`src/rtl/riscv_mem_arbiter_if.sv`:
```
// riscv_mem_arbiter_if: bundles the fetch requester, data requester and
// memory port of the unified-memory arbiter. The arbiter uses the slave
// modport; the surrounding system (core + memory) uses the master modport.
interface riscv_mem_arbiter_if #(
    parameter int ADDR_W = 32,
    parameter int DATA_W = 32
);
    // instruction fetch requester
    logic              i_req;
    logic [ADDR_W-1:0] i_addr;
    logic              i_gnt;
    logic              i_rvalid;
    logic [DATA_W-1:0] i_rdata;

    // data (load/store) requester
    logic              d_req;
    logic              d_we;
    logic [3:0]        d_be;
    logic [ADDR_W-1:0] d_addr;
    logic [DATA_W-1:0] d_wdata;
    logic              d_gnt;
    logic              d_rvalid;
    logic [DATA_W-1:0] d_rdata;

    // shared memory port
    logic              m_req;
    logic              m_we;
    logic [3:0]        m_be;
    logic [ADDR_W-1:0] m_addr;
    logic [DATA_W-1:0] m_wdata;
    logic              m_ack;
    logic [DATA_W-1:0] m_rdata;

    // status
    logic              busy;
    logic              err;

    modport slave (
        input  i_req, i_addr, d_req, d_we, d_be, d_addr, d_wdata, m_ack, m_rdata,
        output i_gnt, i_rvalid, i_rdata, d_gnt, d_rvalid, d_rdata,
               m_req, m_we, m_be, m_addr, m_wdata, busy, err
    );

    modport master (
        output i_req, i_addr, d_req, d_we, d_be, d_addr, d_wdata, m_ack, m_rdata,
        input  i_gnt, i_rvalid, i_rdata, d_gnt, d_rvalid, d_rdata,
               m_req, m_we, m_be, m_addr, m_wdata, busy, err
    );
endinterface

```
`src/rtl/riscv_mem_arbiter.sv`:
```
// riscv_mem_arbiter: shares one memory port between instruction fetch and
// data access. Alternates between the two when both are pending, registers
// all memory-side outputs and read data, and reports busy as a core stall.
// Optional macro ARB_TIMEOUT_EN: aborts an access after TIMEOUT_CYCLES wait
// cycles, returning 32'hDEAD_BEEF and setting a sticky err flag.
module riscv_mem_arbiter #(
    parameter int ADDR_W         = 32,
    parameter int DATA_W         = 32,
    parameter int TIMEOUT_CYCLES = 255
) (
    input  logic                  clk,
    input  logic                  clrn,
    riscv_mem_arbiter_if.slave    bus
);
    typedef enum logic [1:0] {IDLE, BUSY_I, BUSY_D} state_t;

    localparam logic [DATA_W-1:0] ABORT_DATA = DATA_W'(32'hDEAD_BEEF);

    state_t state;
    state_t state_next;
    logic   last_d;     // 1 when the most recent grant went to the data side
    logic   i_gnt;
    logic   d_gnt;
    logic   timeout;    // current access gives up this cycle

    assign bus.i_gnt = i_gnt;
    assign bus.d_gnt = d_gnt;
    assign bus.busy  = (state != IDLE);

`ifdef ARB_TIMEOUT_EN
    localparam int                CNT_W    = $clog2(TIMEOUT_CYCLES + 1);
    localparam logic [CNT_W-1:0]  CNT_LAST = CNT_W'(TIMEOUT_CYCLES - 1);

    logic [CNT_W-1:0] wait_cnt;

    // Count unacknowledged busy cycles; idle (and hence every grant) clears it.
    always_ff @(posedge clk) begin
        if (!clrn)
            wait_cnt <= '0;
        else if (state == IDLE)
            wait_cnt <= '0;
        else if (!bus.m_ack)
            wait_cnt <= wait_cnt + CNT_W'(1);
    end

    // The last allowed wait cycle aborts unless memory acks in it (ack wins).
    assign timeout = (state != IDLE) && !bus.m_ack && (wait_cnt == CNT_LAST);
`else
    assign timeout = 1'b0;
`endif

    // State register.
    always_ff @(posedge clk) begin
        if (!clrn)
            state <= IDLE;
        else
            state <= state_next;
    end

    // Grant selection and next state; data wins a tie unless it won last time.
    always_comb begin
        i_gnt      = 1'b0;
        d_gnt      = 1'b0;
        state_next = state;
        case (state)
            IDLE: begin
                if (bus.d_req && (!bus.i_req || !last_d)) begin
                    d_gnt      = 1'b1;
                    state_next = BUSY_D;
                end else if (bus.i_req) begin
                    i_gnt      = 1'b1;
                    state_next = BUSY_I;
                end
            end
            BUSY_I, BUSY_D: begin
                if (bus.m_ack || timeout)
                    state_next = IDLE;
            end
            default: state_next = IDLE;
        endcase
    end

    // Memory-side registers, response pulses and read data capture.
    always_ff @(posedge clk) begin
        if (!clrn) begin
            last_d       <= 1'b0;
            bus.m_req    <= 1'b0;
            bus.m_we     <= 1'b0;
            bus.m_be     <= 4'h0;
            bus.m_addr   <= '0;
            bus.m_wdata  <= '0;
            bus.i_rvalid <= 1'b0;
            bus.d_rvalid <= 1'b0;
            bus.i_rdata  <= '0;
            bus.d_rdata  <= '0;
            bus.err      <= 1'b0;
        end else begin
            bus.i_rvalid <= 1'b0;
            bus.d_rvalid <= 1'b0;
            case (state)
                IDLE: begin
                    if (d_gnt) begin
                        bus.m_req   <= 1'b1;
                        bus.m_we    <= bus.d_we;
                        bus.m_be    <= bus.d_we ? bus.d_be : 4'hF;
                        bus.m_addr  <= bus.d_addr;
                        bus.m_wdata <= bus.d_wdata;
                        last_d      <= 1'b1;
                    end else if (i_gnt) begin
                        bus.m_req   <= 1'b1;
                        bus.m_we    <= 1'b0;
                        bus.m_be    <= 4'hF;
                        bus.m_addr  <= bus.i_addr;
                        last_d      <= 1'b0;
                    end
                end
                BUSY_I: begin
                    if (bus.m_ack) begin
                        bus.m_req    <= 1'b0;
                        bus.i_rvalid <= 1'b1;
                        bus.i_rdata  <= bus.m_rdata;
                    end else if (timeout) begin
                        bus.m_req    <= 1'b0;
                        bus.i_rvalid <= 1'b1;
                        bus.i_rdata  <= ABORT_DATA;
                        bus.err      <= 1'b1;
                    end
                end
                BUSY_D: begin
                    if (bus.m_ack) begin
                        bus.m_req    <= 1'b0;
                        bus.d_rvalid <= 1'b1;
                        // a store completion leaves the last load data in place
                        if (!bus.m_we)
                            bus.d_rdata <= bus.m_rdata;
                    end else if (timeout) begin
                        bus.m_req    <= 1'b0;
                        bus.d_rvalid <= 1'b1;
                        bus.d_rdata  <= ABORT_DATA;
                        bus.err      <= 1'b1;
                    end
                end
                default: ;
            endcase
        end
    end
endmodule

```
`src/flat_wrapper.sv`:
```
// flat-port wrapper written by rule: the top's interface ports become plain ports
module riscv_mem_arbiter_flat 
#(
    parameter int ADDR_W         = 32,
    parameter int DATA_W         = 32,
    parameter int TIMEOUT_CYCLES = 255
)
  (clk, clrn, bus_i_req, bus_i_addr, bus_d_req, bus_d_we, bus_d_be, bus_d_addr, bus_d_wdata, bus_m_ack, bus_m_rdata, bus_i_gnt, bus_i_rvalid, bus_i_rdata, bus_d_gnt, bus_d_rvalid, bus_d_rdata, bus_m_req, bus_m_we, bus_m_be, bus_m_addr, bus_m_wdata, bus_busy, bus_err);
  riscv_mem_arbiter_if #(.ADDR_W(ADDR_W), .DATA_W(DATA_W)) bus_i ();
  input  logic clk;
  input  logic clrn;
  input wire logic [$bits(bus_i.i_req)-1:0] bus_i_req;
  input wire logic [$bits(bus_i.i_addr)-1:0] bus_i_addr;
  input wire logic [$bits(bus_i.d_req)-1:0] bus_d_req;
  input wire logic [$bits(bus_i.d_we)-1:0] bus_d_we;
  input wire logic [$bits(bus_i.d_be)-1:0] bus_d_be;
  input wire logic [$bits(bus_i.d_addr)-1:0] bus_d_addr;
  input wire logic [$bits(bus_i.d_wdata)-1:0] bus_d_wdata;
  input wire logic [$bits(bus_i.m_ack)-1:0] bus_m_ack;
  input wire logic [$bits(bus_i.m_rdata)-1:0] bus_m_rdata;
  output wire logic [$bits(bus_i.i_gnt)-1:0] bus_i_gnt;
  output wire logic [$bits(bus_i.i_rvalid)-1:0] bus_i_rvalid;
  output wire logic [$bits(bus_i.i_rdata)-1:0] bus_i_rdata;
  output wire logic [$bits(bus_i.d_gnt)-1:0] bus_d_gnt;
  output wire logic [$bits(bus_i.d_rvalid)-1:0] bus_d_rvalid;
  output wire logic [$bits(bus_i.d_rdata)-1:0] bus_d_rdata;
  output wire logic [$bits(bus_i.m_req)-1:0] bus_m_req;
  output wire logic [$bits(bus_i.m_we)-1:0] bus_m_we;
  output wire logic [$bits(bus_i.m_be)-1:0] bus_m_be;
  output wire logic [$bits(bus_i.m_addr)-1:0] bus_m_addr;
  output wire logic [$bits(bus_i.m_wdata)-1:0] bus_m_wdata;
  output wire logic [$bits(bus_i.busy)-1:0] bus_busy;
  output wire logic [$bits(bus_i.err)-1:0] bus_err;
  assign bus_i.i_req = bus_i_req;
  assign bus_i.i_addr = bus_i_addr;
  assign bus_i.d_req = bus_d_req;
  assign bus_i.d_we = bus_d_we;
  assign bus_i.d_be = bus_d_be;
  assign bus_i.d_addr = bus_d_addr;
  assign bus_i.d_wdata = bus_d_wdata;
  assign bus_i.m_ack = bus_m_ack;
  assign bus_i.m_rdata = bus_m_rdata;
  assign bus_i_gnt = bus_i.i_gnt;
  assign bus_i_rvalid = bus_i.i_rvalid;
  assign bus_i_rdata = bus_i.i_rdata;
  assign bus_d_gnt = bus_i.d_gnt;
  assign bus_d_rvalid = bus_i.d_rvalid;
  assign bus_d_rdata = bus_i.d_rdata;
  assign bus_m_req = bus_i.m_req;
  assign bus_m_we = bus_i.m_we;
  assign bus_m_be = bus_i.m_be;
  assign bus_m_addr = bus_i.m_addr;
  assign bus_m_wdata = bus_i.m_wdata;
  assign bus_busy = bus_i.busy;
  assign bus_err = bus_i.err;
  riscv_mem_arbiter #(.ADDR_W(ADDR_W), .DATA_W(DATA_W), .TIMEOUT_CYCLES(TIMEOUT_CYCLES)) u_core (.clk(clk), .clrn(clrn), .bus(bus_i));
endmodule
```
`config.mk`:
```
export PLATFORM = sky130hd
export DESIGN_NAME = riscv_mem_arbiter_flat
export DESIGN_NICKNAME = d
export VERILOG_FILES = /design/src/rtl/riscv_mem_arbiter_if.sv /design/src/rtl/riscv_mem_arbiter.sv /design/src/flat_wrapper.sv
export SDC_FILE = /design/constraint.sdc
export NUM_CORES = 1
export LEC_CHECK = 0
export CORE_MARGIN = 8
export CORE_UTILIZATION = 35
export DETAILED_ROUTE_END_ITERATION = 8
export MAX_ROUTING_LAYER = met4
export PLACE_DENSITY = 0.73
export SLEW_MARGIN = 40
export SYNTH_ARGS = -nofsm -noshare
export SYNTH_HDL_FRONTEND = slang
export SYNTH_SLANG_ARGS = --single-unit
```
`constraint.sdc`:
```
create_clock -name clk -period 1.7 [get_ports clk]
set_input_delay 0.425 -clock clk [delete_from_list [all_inputs] [get_ports clk]]
set_output_delay 0.425 -clock clk [all_outputs]
set_load 0.01 [all_outputs]
```
# Yosys cells after proc, flatten, opt, wreduce, memory -nomap -nowiden
# Cells that the tools add are included.
[word_totals]
register_bits = 139
latchBits = 0
ram_bits = 0
mem_bits_ro = 0
input_bits = 138
output_inout_bits = 140
word_cells = 56
memories = 0
[classes]
addsub = 0
n_mul = 0
n_div = 0
n_lt_le_gt_ge = 0
eq_ne = 5
shift = 0
mux = 22
bitwise_logic = 1
n_reduce_logical = 17
[op_table]
columns = ["cell", "count"]
rows = [
  ["32-bit 2-to-1 mux", 2],
  ["1-bit 2-to-1 mux", 12],
  ["4-bit 2-to-1 mux", 3],
  ["2-bit AND reduction", 6],
  ["2-bit 2-to-1 mux", 3],
  ["3-bit AND reduction", 2],
  ["2-bit nonzero test", 3],
  ["2-bit case mux with 2 select lines", 1],
  ["3-bit by 2-bit != test with 1-bit output (second input constant)", 1],
  ["3-bit != test (second input constant)", 1],
  ["2-bit by 1-bit equality test with 1-bit output (second input constant)", 1],
  ["2-bit equality test (second input constant)", 1],
  ["1-bit logical NOT", 2],
  ["2-bit logical NOT", 1],
  ["2-bit by 1-bit != test with 1-bit output (second input constant)", 1],
  ["1-bit case mux with 2 select lines", 1],
  ["2-bit OR reduction", 1],
  ["1-bit logical AND", 1],
  ["1-bit logical OR", 1],
  ["1-bit NOT", 1],
]

# Longest topological paths before layout
# Gate-level depths: netlist of the first run.
[depth]
depth_word = 8
ltp_mapped = 7
ltp_nobuf = 5

# Least setup slack after synthesis of the first run
# OpenSTA, ideal clock, no wires.
[synth_path]
kind = "register -> output"
from = "reg u_core.state[0]"
to = "out bus_d_gnt"
arrival_time_ns = 1.233
t_required_ns = 1.275
slack_ns = 0.042
stages_incl_launch_ff = 7
path_buffers = 2
path_cell_list = "dfxtp_1 inv_1 ha_1 nand2_2 buf_4 clkbuf_1 nor2_1"
[synth_between]
elab_chain_cells = 2
[synth_rtl]
columns = ["element", "line_no", "rtl"]
rows = [
  ["from (decl)", "riscv_mem_arbiter.sv:19", "state_t state;"],
  ["from (signal assigned)", "riscv_mem_arbiter.sv:57", "state <= state_next;"],
  ["2-bit logical NOT", "riscv_mem_arbiter.sv:65", "case (state)"],
  ["1-bit 2-to-1 mux", "riscv_mem_arbiter.sv:65", ""],
  ["to (decl)", "flat_wrapper.sv:24", "output wire logic [$bits(bus_i.d_gnt)-1:0] bus_d_gnt;"],
]
# Every way passes these cells.

# Worst setup path after layout of the first run
[layout_path]
from = "reg u_core.state[0]"
to = "out bus_i_gnt"
[layout_between]
elab_chain_cells = 2
[layout_rtl]
columns = ["element", "line_no", "rtl"]
rows = [
  ["2-bit logical NOT", "riscv_mem_arbiter.sv:65", ""],
  ["1-bit 2-to-1 mux", "riscv_mem_arbiter.sv:65", ""],
  ["to (decl)", "flat_wrapper.sv:21", "output wire logic [$bits(bus_i.i_gnt)-1:0] bus_i_gnt;"],
]
# Every way passes these cells.

==> results.md, run 1 <==
* Status: finished, violations left
* Failing checks: negative setup slack
* Post-route insts no fill at 1093
* Crit Path Max Fanout at 4
* Share of the synthesized area in the top cell type at 0.530
* Yosys warnings at 0
* Slowest-stage cell, CP: dfxtp_2
* DRC at 0
* Antenna Nets Post-Route at 0
* Initial antenna violation count at 0
* Grt met2 use at 0.311
* P_int at 6.87 mW
* Inserted Clock Buffers at 17
* Initial Util at 0.360
* RSZ-0062 raised after global routing: true
* Via density at 5.09
* Die area at 19200 µm²
* DRT Wirelength at 19.7 mm
* Max-cap violations at 0
* Mapped Cells at 628
* Hold Startpoint: u_core.bus.i_rdata[25]
* Final WS setup at -41.6 ps
* WP data required at 1270 ps
* Crit path capture type: output pin
* Setup CP Type: reg -> out
* Net count, final at 1038
* Total GRT Usage at 0.204
* Met3 usage at 0.0623
* Sw Pwr at 2.43 mW
* Core area at 14600 µm²
* Placed cell count at 1059
* Die X at 139 µm
* Worst vdd ir at 594 µV
* Unique masters post-synth at 31
* Layout cells sized above 1 at 0.0935
* Mapped Area at 5260 µm²
* Num Clock Sinks at 139
* R2r setup slk at 100 ps
* Fin Setup TNS at -58.0 ps
* R2R Path Start: u_core.state[0]
* First-pass GRT wire length at 30.7 mm
* # setup viols final at 2
* Most common cell after layout, fill and taps aside: dfxtp_1
* Die H at 139 µm
* Worst Hold Class: reg -> reg
* Comb pwr share at 0.200
* Clk Tree Root Cell: clkbuf_16
* CTS Buffer Depth at 2
* Routed vias at 5568
* Antenna diode count at 0
* Clock slew at reported path FFs at 60 ps
* First drt pass iteration count at 6
* CP Launch Type: flip-flop
* Sw Ratio at 0.262
* Post-synth net total at 770
* Dpl hpwl at 13.8 mm
* Area grow syn2layout at 68.3%
* Power share of the clock group at 0.409
* Flop pwr share at 0.391
* CTS tree: done
* CP Cell Sequence: inv_2 > ha_4 > nand2_4 > nor2_4 > buf_6
* Num rows at 44
* Met1 Track Usage GR at 0.245
* Wire per inst at 18.0 µm
* H-tree levels at 4
* Vias in the first global route at 5357
* Clock Latency Late Sink at 410 ps
* Slew headroom at 0.569
* IO Count at 278
* Power per cell area at 1050 nW/µm²
* Fin. Hold Viols at 0
* Post-synth top area cell: dfxtp_1
* Initial DRC count at 333
* Mean Syn Cell Area at 8.37 µm²
* Most frequent cells in the layout: 137 x dfxtp_1, 136 x dlygate4sd2_1, 135 x clkdlybuf4s50_1, 130 x nand2_1, 99 x a21oi_1
* Worst setup startpoint: u_core.state[0]
* CP arrival at 1320 ps
* Final critical-path required period at 1740 ps
* Layer with the highest usage: met2
* Fmax at 0.574 GHz
* Static leakage at 3.75 nW
* Port bufs at 276
* Sequential fraction of the synthesis area at 0.530
* Clock Skew at 5.48 ps
* Largest net degree at the start of global routing at 66
* Grt ovf at 0
* Yosys reg bits at 139
* Critical path's largest stage delay at 320 ps
* Slew Limit Fails at 0
* Total Power at 9.30 mW
* Tcrit/Tclk final at 1.02
* Slew @ Worst Pin at 646 ps
* RePlAce Congestion at 0.782
* Top post-synthesis cells by area: dfxtp_1 53%, a21oi_1 9.4%, nand2_1 9.4%, nor3_1 6.1%, o32ai_1 5.3%
## through the flow
stage | cell area (µm²) | worst slack, ps | util | hold WS, ps
2_1_floorplan | 5260 | 41.9 | - | 481
3_3_place_gp | 8340 | -612 | 0.571 | 440
6_report | 8850 | -41.6 | 0.606 | 448
3_5_place_dp | 8340 | -585 | 0.571 | 446
5_1_grt | 8850 | -101 | 0.606 | 466
4_1_cts | 8800 | -115 | 0.603 | 451
## layout make-up
class / count / area (µm²)
Multi-Input combinational cell: 423 / 2190
Fill cell: 1335 / 5740
Inverter: 5 / 23.8
Clock inverter: 11 / 143
Clock buffer: 21 / 470
Tap cell: 184 / 230
Sequential cell: 139 / 2790
Timing Repair Buffer: 310 / 3000
## flip-flops by register name, summed over array words and instances (netlist names)
name and flops:
u_core.bus.m_wdata 32, u_core.bus.d_rvalid 1, u_core.state 2, u_core.last_d 1
u_core.bus.m_we 1, u_core.bus.m_req 1, u_core.bus.d_rdata 32, u_core.bus.m_be 4
u_core.bus.i_rdata 32, u_core.bus.m_addr 32, u_core.bus.i_rvalid 1
## synthesized netlist by cell type (all sizes together)
cell type  instances
a21oi             99
or3                2
nand2b             1
and3               1
and3b              1
nand3             33
o21a               1
nor3              64
nor2b              2
clkbuf            29
and2               3
o32ai             32
a311oi             1
o41ai              1
ha                 4
dfxtp            139
o311ai             1
conb               1
nand3b             1
o21ai             34
nand2            132
buf               32
o221a              4
inv                5
nor2               4
nor3b              1
## final timing paths
path / cells past startpoint / to
max: 5 / bus_i_gnt
max reg2reg: 7 / u_core.bus.m_addr[18]
min reg2reg: 2 / u_core.bus.i_rdata[25]
min: 2 / u_core.bus.i_rdata[25]
## power by group through the flow
stage	Sequential (mW)	Clock [mW]	Combinational, mW
after global routing	3.66	4.05	2.02
final	3.63	3.81	1.86
after detailed placement	3.71	0	1.99
after CTS	3.63	3.90	1.85
after global placement	3.70	0	1.98
after floorplan	3.82	0	0.729
## repair_timing
item,in CTS,in global routing
pin swaps,2,2
hold buffers,0,0
resized for setup,161,9
setup buffers,0,2
endpoints found under the setup margin,169,51
## per-layer routing
metal	wire (µm)	vias to the layer above
met1	8230	2610
met3	1550	24
met4	410	0
met2	9480	195
met5	0	-
li1	-	2739
## kinds of logic after synthesis
group | after synthesis | synth area share
simple gates | 245 | 0.205
compound gates | 173 | 0.195
flops | 139 | 0.530
buf+inv | 66 | 0.0600
fa+ha+maj | 4 | 0.00952
other cells | 1 | 0.000714
## critical path: cells and delay by family, from the launching register on
kind / cells / cell delay [ps]
and+or+nand+nor: 2 / 220
DFF: 1 / 320
adders and majority gates: 1 / 180
buffers and inverters: 2 / 190
(Power assumes the default switching activity.)
==> run 2, diff against run 1 <==
Settings changed: CTS_CLUSTER_SIZE from default to 12, PLACE_DENSITY 0.73 to 0.81.
==> run 2 against run 1 <==
Effect of this change:
- the run still ends with negative setup slack left
- combinational power is essentially flat
- worst hold slack gained 0.58 ps
- critical path depth shrank 1
- fmax grew 1.8%
- global-route usage shrank 0.41 points
- wire length shrank 2.3%
- core utilization grew 0.16 points
- clock power grew 7.1%
- cell count is essentially flat
- largest power group unchanged
- die area is the same
- count of clock-buffer cells in the layout grew 2
- via count grew 1.2%
- largest cell class unchanged
==> results.md, run 2 (same netlist as run 1, synthesis figures left out) <==
* Status: finished, violations left
* Failing checks: negative setup slack
* Num rows at 44 (unchanged)
* Fin. Hold Viols at 0 (unchanged)
* Clock Latency Late Sink at 410 ps (about the same)
* H-tree levels at 4 (unchanged)
* Most common cell after layout, fill and taps aside: dfxtp_1
* Crit path capture type: output pin
* CP arrival at 1290 ps (-30 ps)
* RePlAce Congestion at 0.808 (+3.3%)
* Placed cell count at 1059 (unchanged)
* Sw Ratio at 0.256 (-0.00531)
* Final critical-path required period at 1710 ps (-30.6 ps)
* Initial Util at 0.360 (unchanged)
* Clock slew at reported path FFs at 60 ps (about the same)
* CP Launch Type: input port
* Slowest-stage cell, CP: clkdlybuf4s50_1
* Power per cell area at 1080 nW/µm² (+2.4%)
* Layout cells sized above 1 at 0.0967 (+0.00319)
* Total GRT Usage at 0.200 (-0.00411)
* IO Count at 278 (unchanged)
* Core area at 14600 µm² (unchanged)
* Critical path's largest stage delay at 510 ps (+190 ps)
* DRT Wirelength at 19.2 mm (-2.3%)
* Die area at 19200 µm² (unchanged)
* Wire per inst at 17.6 µm (-2.4%)
* Antenna Nets Post-Route at 0 (unchanged)
* FILL cells at 1345 (+0.75%)
* Flop pwr share at 0.381 (-0.010)
* Fmax at 0.584 GHz (+1.8%)
* WP data required at 1270 ps (about the same)
* Slew Limit Fails at 0 (unchanged)
* Dpl hpwl at 13.8 mm (-0.22%)
* Grt ovf at 0 (unchanged)
* Die H at 139 µm (unchanged)
* Most frequent cells in the layout: 137 x dfxtp_1, 136 x clkdlybuf4s50_1, 136 x dlygate4sd2_1, 130 x nand2_1, 96 x a21oi_1
* Net count, final at 1039 (+0.096%)
* # hold bufs at CTS at 0 (unchanged)
* Num Clock Sinks at 139 (unchanged)
* Initial DRC count at 311 (-6.6%)
* Antenna diode count at 0 (unchanged)
* Final WS setup at -11.0 ps (+30.6 ps)
* Sw Pwr at 2.45 mW (+0.62%)
* Worst Hold Class: reg -> reg
* CP Cell Sequence: clkdlybuf4s50_1 > nor2b_4 > nor2_2 > buf_6
* Total Power at 9.55 mW (+2.7%)
* Tcrit/Tclk final at 1.01 (-0.0180)
* # setup viols final at 1 (-1)
* RSZ-0062 raised after global routing: true
* Static leakage at 3.76 nW (about the same)
* Comb pwr share at 0.192 (-0.008)
* Final Util at 0.608 (+0.00163)
* Routed vias at 5634 (+1.2%)
* P_int at 7.10 mW (+3.4%)
* Via density at 5.15 (+1.1%)
* Inserted Clock Buffers at 17 (unchanged)
* DRC at 0 (unchanged)
* Die X at 139 µm (unchanged)
* Power share of the clock group at 0.427 (+0.018)
* First-pass GRT wire length at 30.5 mm (-0.54%)
* Worst vdd ir at 523 µV (-12%)
* CTS Buffer Depth at 2 (unchanged)
* Setup CP Type: in -> out
* Post-route insts no fill at 1094 (+0.091%)
* Clk Tree Root Cell: clkbuf_16
* First drt pass iteration count at 5 (-1)
* Clock Skew at 6.56 ps (+1.08 ps)
* Initial antenna violation count at 0 (unchanged)
* Crit Path Max Fanout at 3 (-1)
* Largest net degree at the start of global routing at 47 (-29%)
* CTS tree: done
* Max-cap violations at 0 (unchanged)
* Vias in the first global route at 5750 (+7.3%)
* Port bufs at 276 (unchanged)
* Area grow syn2layout at 68.8%
run 2: cell count changes in the layout (fill, tap and decap cells not counted), sizes merged:
| cell | change |
|---|---|
| clkinv | -4 |
| clkdlybuf4s50 | +1 |
| inv | +1 |
| dlymetal6s2s | -1 |
| buf | +1 |
| clkbuf | +2 |
| bufinv | +1 |
run 2: area by class of cell:
type	instances	area, µm²	share of cell area
repair buffers	311	2980	0.336
flip-flops and latches	139	2790	0.314
multi-input cells	423	2190	0.247
clock buffers	23	498	0.0561
well taps	184	230	0.0260
clock inverters	9	158	0.0178
inverters	5	21.3	0.00240
run 2: worst max-delay path: cells and delay by family:
| family | cells | cell delay [ps] |
|---|---|---|
| buffers and inverters | 2 | 630 |
| and+or+nand+nor | 2 | 220 |
run 2: repair_timing:
action                     4_1_cts  5_1_grt
resized for setup              161        9
pin swaps                        2        2
setup endpoints to repair      169       37
gates cloned                     0        0
setup buffers                    2        1
run 2: power by group through the flow:
stage          combinational (mW)  clock [mW]  sequential (mW)
2_1_floorplan               0.729           0             3.82
3_3_place_gp                 1.96           0             3.70
3_5_place_dp                 1.98           0             3.71
4_1_cts                      1.84        4.17             3.63
5_1_grt                      2.00        4.31             3.67
6_report                     1.84        4.08             3.64
run 2: through the flow:
stage / setup TNS (ps) / instance area [µm²] / hold slack, ps / setup WS (ps)
after global placement: -21010 / 8310 / 441 / -510
final: -11.0 / 8870 / 449 / -11.0
after detailed placement: -21310 / 8310 / 445 / -512
after CTS: -89.9 / 8830 / 451 / -78.7
after floorplan: 0 / 5260 / 481 / 41.9
after global routing: -154 / 8870 / 471 / -71.3
run 2: metal layers:
metal  routed length (µm)  up-vias  global-route usage
li1                     -     2736                   -
met1                 7580     2621               0.224
met2                 9420      232               0.319
met3                 1470       45              0.0596
met4                  733        0              0.0990
met5                    0        -                   -
run 2: final timing paths:
path	startpoint	to	slack, ps	cells after the start
max reg2reg	u_core.state[0]	u_core.bus.d_rdata[25]	80	9
max	bus_d_req	bus_i_gnt	-10	4
min reg2reg	u_core.bus.d_rdata[24]	u_core.bus.d_rdata[24]	450	2
min	u_core.bus.d_rdata[24]	u_core.bus.d_rdata[24]	450	2
==> edit, RTL diff (config.mk and constraints of run 1) <==
`ADDR_W` is set to 32 in 3 places; all go to 24.
--- a/src/rtl/riscv_mem_arbiter_if.sv
+++ b/src/rtl/riscv_mem_arbiter_if.sv
@@ -3,5 +3,5 @@
 // modport; the surrounding system (core + memory) uses the master modport.
 interface riscv_mem_arbiter_if #(
-    parameter int ADDR_W = 32,
+    parameter int ADDR_W = 24,
     parameter int DATA_W = 32
 );
--- a/src/rtl/riscv_mem_arbiter.sv
+++ b/src/rtl/riscv_mem_arbiter.sv
@@ -5,5 +5,5 @@
 // cycles, returning 32'hDEAD_BEEF and setting a sticky err flag.
 module riscv_mem_arbiter #(
-    parameter int ADDR_W         = 32,
+    parameter int ADDR_W         = 24,
     parameter int DATA_W         = 32,
     parameter int TIMEOUT_CYCLES = 255
--- a/src/flat_wrapper.sv
+++ b/src/flat_wrapper.sv
@@ -2,5 +2,5 @@
 module riscv_mem_arbiter_flat 
 #(
-    parameter int ADDR_W         = 32,
+    parameter int ADDR_W         = 24,
     parameter int DATA_W         = 32,
     parameter int TIMEOUT_CYCLES = 255
Interface: changed (resized bus_d_addr, bus_i_addr and bus_m_addr); port bits go from 278 to 254. No check against the original RTL was run, so the function may have changed too.
==> edit against run 1 <==
The run still ends with setup timing left; routed wire length decreased by 8.6%; sequential cell count decreased by 8; count of clock-buffer cells in the layout increased by 2; final cell count decreased by 5.9%; synthesized area decreased by 6.8%; non-clock buffer count decreased by 28; power decreased by 5.5%; final area decreased by 7.1%; fmax increased by 2.4%; worst setup slack improved by 41 ps; first-iteration DRC count decreased by 19%; largest power group unchanged.
==> edit: results (changes against run 1) <==
| Metric | This run | Change |
|---|---|---|
| Outcome | complete, but fails checks |  |
| Violated checks | setup timing |  |
| Net count, final | 962 | -7.3% |
| Met3 Track Usage GR | 8.265% | +2.0 points |
| Routed length on met3 | 1780 um | +15% |
| Wire length of the first global-routing pass | 28150 um | -8.3% |
| Number of DRC markers after the initial detailed-route iteration | 271 | -19% |
| Number of global-route vias before repair | 5364 | +0.13% |
| Int Pwr | 6.547 mW | -4.7% |
| Wire length reported by the detailed router | 17970 um | -8.6% |
| GRT met1 Usage | 22.42% | -2.1 points |
| Final Instance Count excl. Fillers | 1029 | -5.9% |
| Placement Cell Area | 7721 sq um | -7.4% |
| Number of different library cells in the post-synthesis netlist | 30 | -3.2% |
| Met2 capacity usage during global routing | 31.73% | +0.59 points |
| Number of search-and-repair iterations in the first detailed-routing pass | 5 | -1 |
| Static leakage power | 3.499 nW | -6.8% |
| Count of placed standard cells including taps | 993 | -6.2% |
| Net count of the mapped netlist | 716 | -7.0% |
| Fraction of layout cells with a size suffix above 1 | 9.305% | -0.046 points |
| Total number of vias | 5266 | -5.4% |
| Transition time of the tightest slew-check pin | 549.8 ps | -96.58 ps |
| Length of routed wiring on met1 | 7199 um | -13% |
| Clock Skews | 10.38 ps | +4.895 ps |
| Dominant cells by area after synthesis | dfxtp_1 54%, a21oi_1 10%, nand2_1 10% |  |
| Routed met2 length | 8640 um | -8.8% |
| Global-route total usage across every layer | 20.14% | -0.22 points |
| Cell count after synthesis | 590 | -6.1% |
| Smallest setup slack after layout | -1.058 ps | +40.57 ps |
| Cell types with the highest counts after synthesis | 131 x dfxtp_1, 131 x nand2_1, 99 x a21oi_1, 48 x nor3_1, 34 x o21ai_0 |  |
| Register area share after synthesis | 53.54% | +0.59 points |
| Placer congestion estimate | 0.7887 | +0.87% |
| Pin count of the biggest net entering global routing | 65 | -1.5% |
| Sum of net half-perimeters after detailed placement | 12910 um | -6.8% |
| Setup-violating endpoint count in the final report | 1 | -1 |
| Total negative slack | -1.058 ps | +56.99 ps |
| Data arrival, critical path | 1280 ps | -40 ps |
| Largest fanout of any net on the critical path | 3 | -1 |
==> edit: power groups by stage <==
| stage | Sequential [mW] | Combinational (mW) | Clock [mW] |
|---|---|---|---|
| 3_3_place_gp | 3.47 | 1.73 | 0 |
| 5_1_grt | 3.44 | 1.78 | 3.95 |
| 6_report | 3.42 | 1.65 | 3.72 |
| 3_5_place_dp | 3.49 | 1.77 | 0 |
| 4_1_cts | 3.42 | 1.64 | 3.82 |
| 2_1_floorplan | 3.58 | 0.631 | 0 |
==> edit: worst max-delay path: stages, from the launching register on <==
cell	delay [ps]
dfxtp_2	320
inv_2	70
ha_4	180
nand2_2	60
nor2_1	80
buf_2	150
==> edit: final timing paths <==
| path | start | endpoint | slack (ps) | cells after the start |
|---|---|---|---|---|
| worst max-delay path | u_core.state[0] | bus_i_gnt | -1 | 5 |
| worst min-delay path | u_core.bus.i_rdata[2] | u_core.bus.i_rdata[2] | 450 | 2 |
| worst max register to register | u_core.state[0] | u_core.bus.m_be[2] | 70 | 7 |
| worst min register to register | u_core.bus.i_rdata[2] | u_core.bus.i_rdata[2] | 450 | 2 |
==> edit: layout make-up <==
type	instances	area (sq um)
clock buffer	23	478.0
clock inverter	9	127.6
fill	1276	5554
inverter	5	20.02
multi-input combinational	399	2033
sequential	131	2626
tap	180	225.2
timing repair buffer	282	2709
==> edit: timing repair <==
action | 4_1_cts | 5_1_grt
buffers inserted | 2 | 2
resized for setup | 154 | 3
pin swaps | 3 | 1
endpoints found under the setup margin | 131 | 55
==> edit: cell families after synthesis <==
kind of cell	synth area share (%)
AO/OA/AOI/OAI	19.49
other	0.07655
AND/OR/NAND/NOR	20.38
adder cells (fa/ha/maj)	1.022
flip-flops	53.54
buffers and inverters	5.492
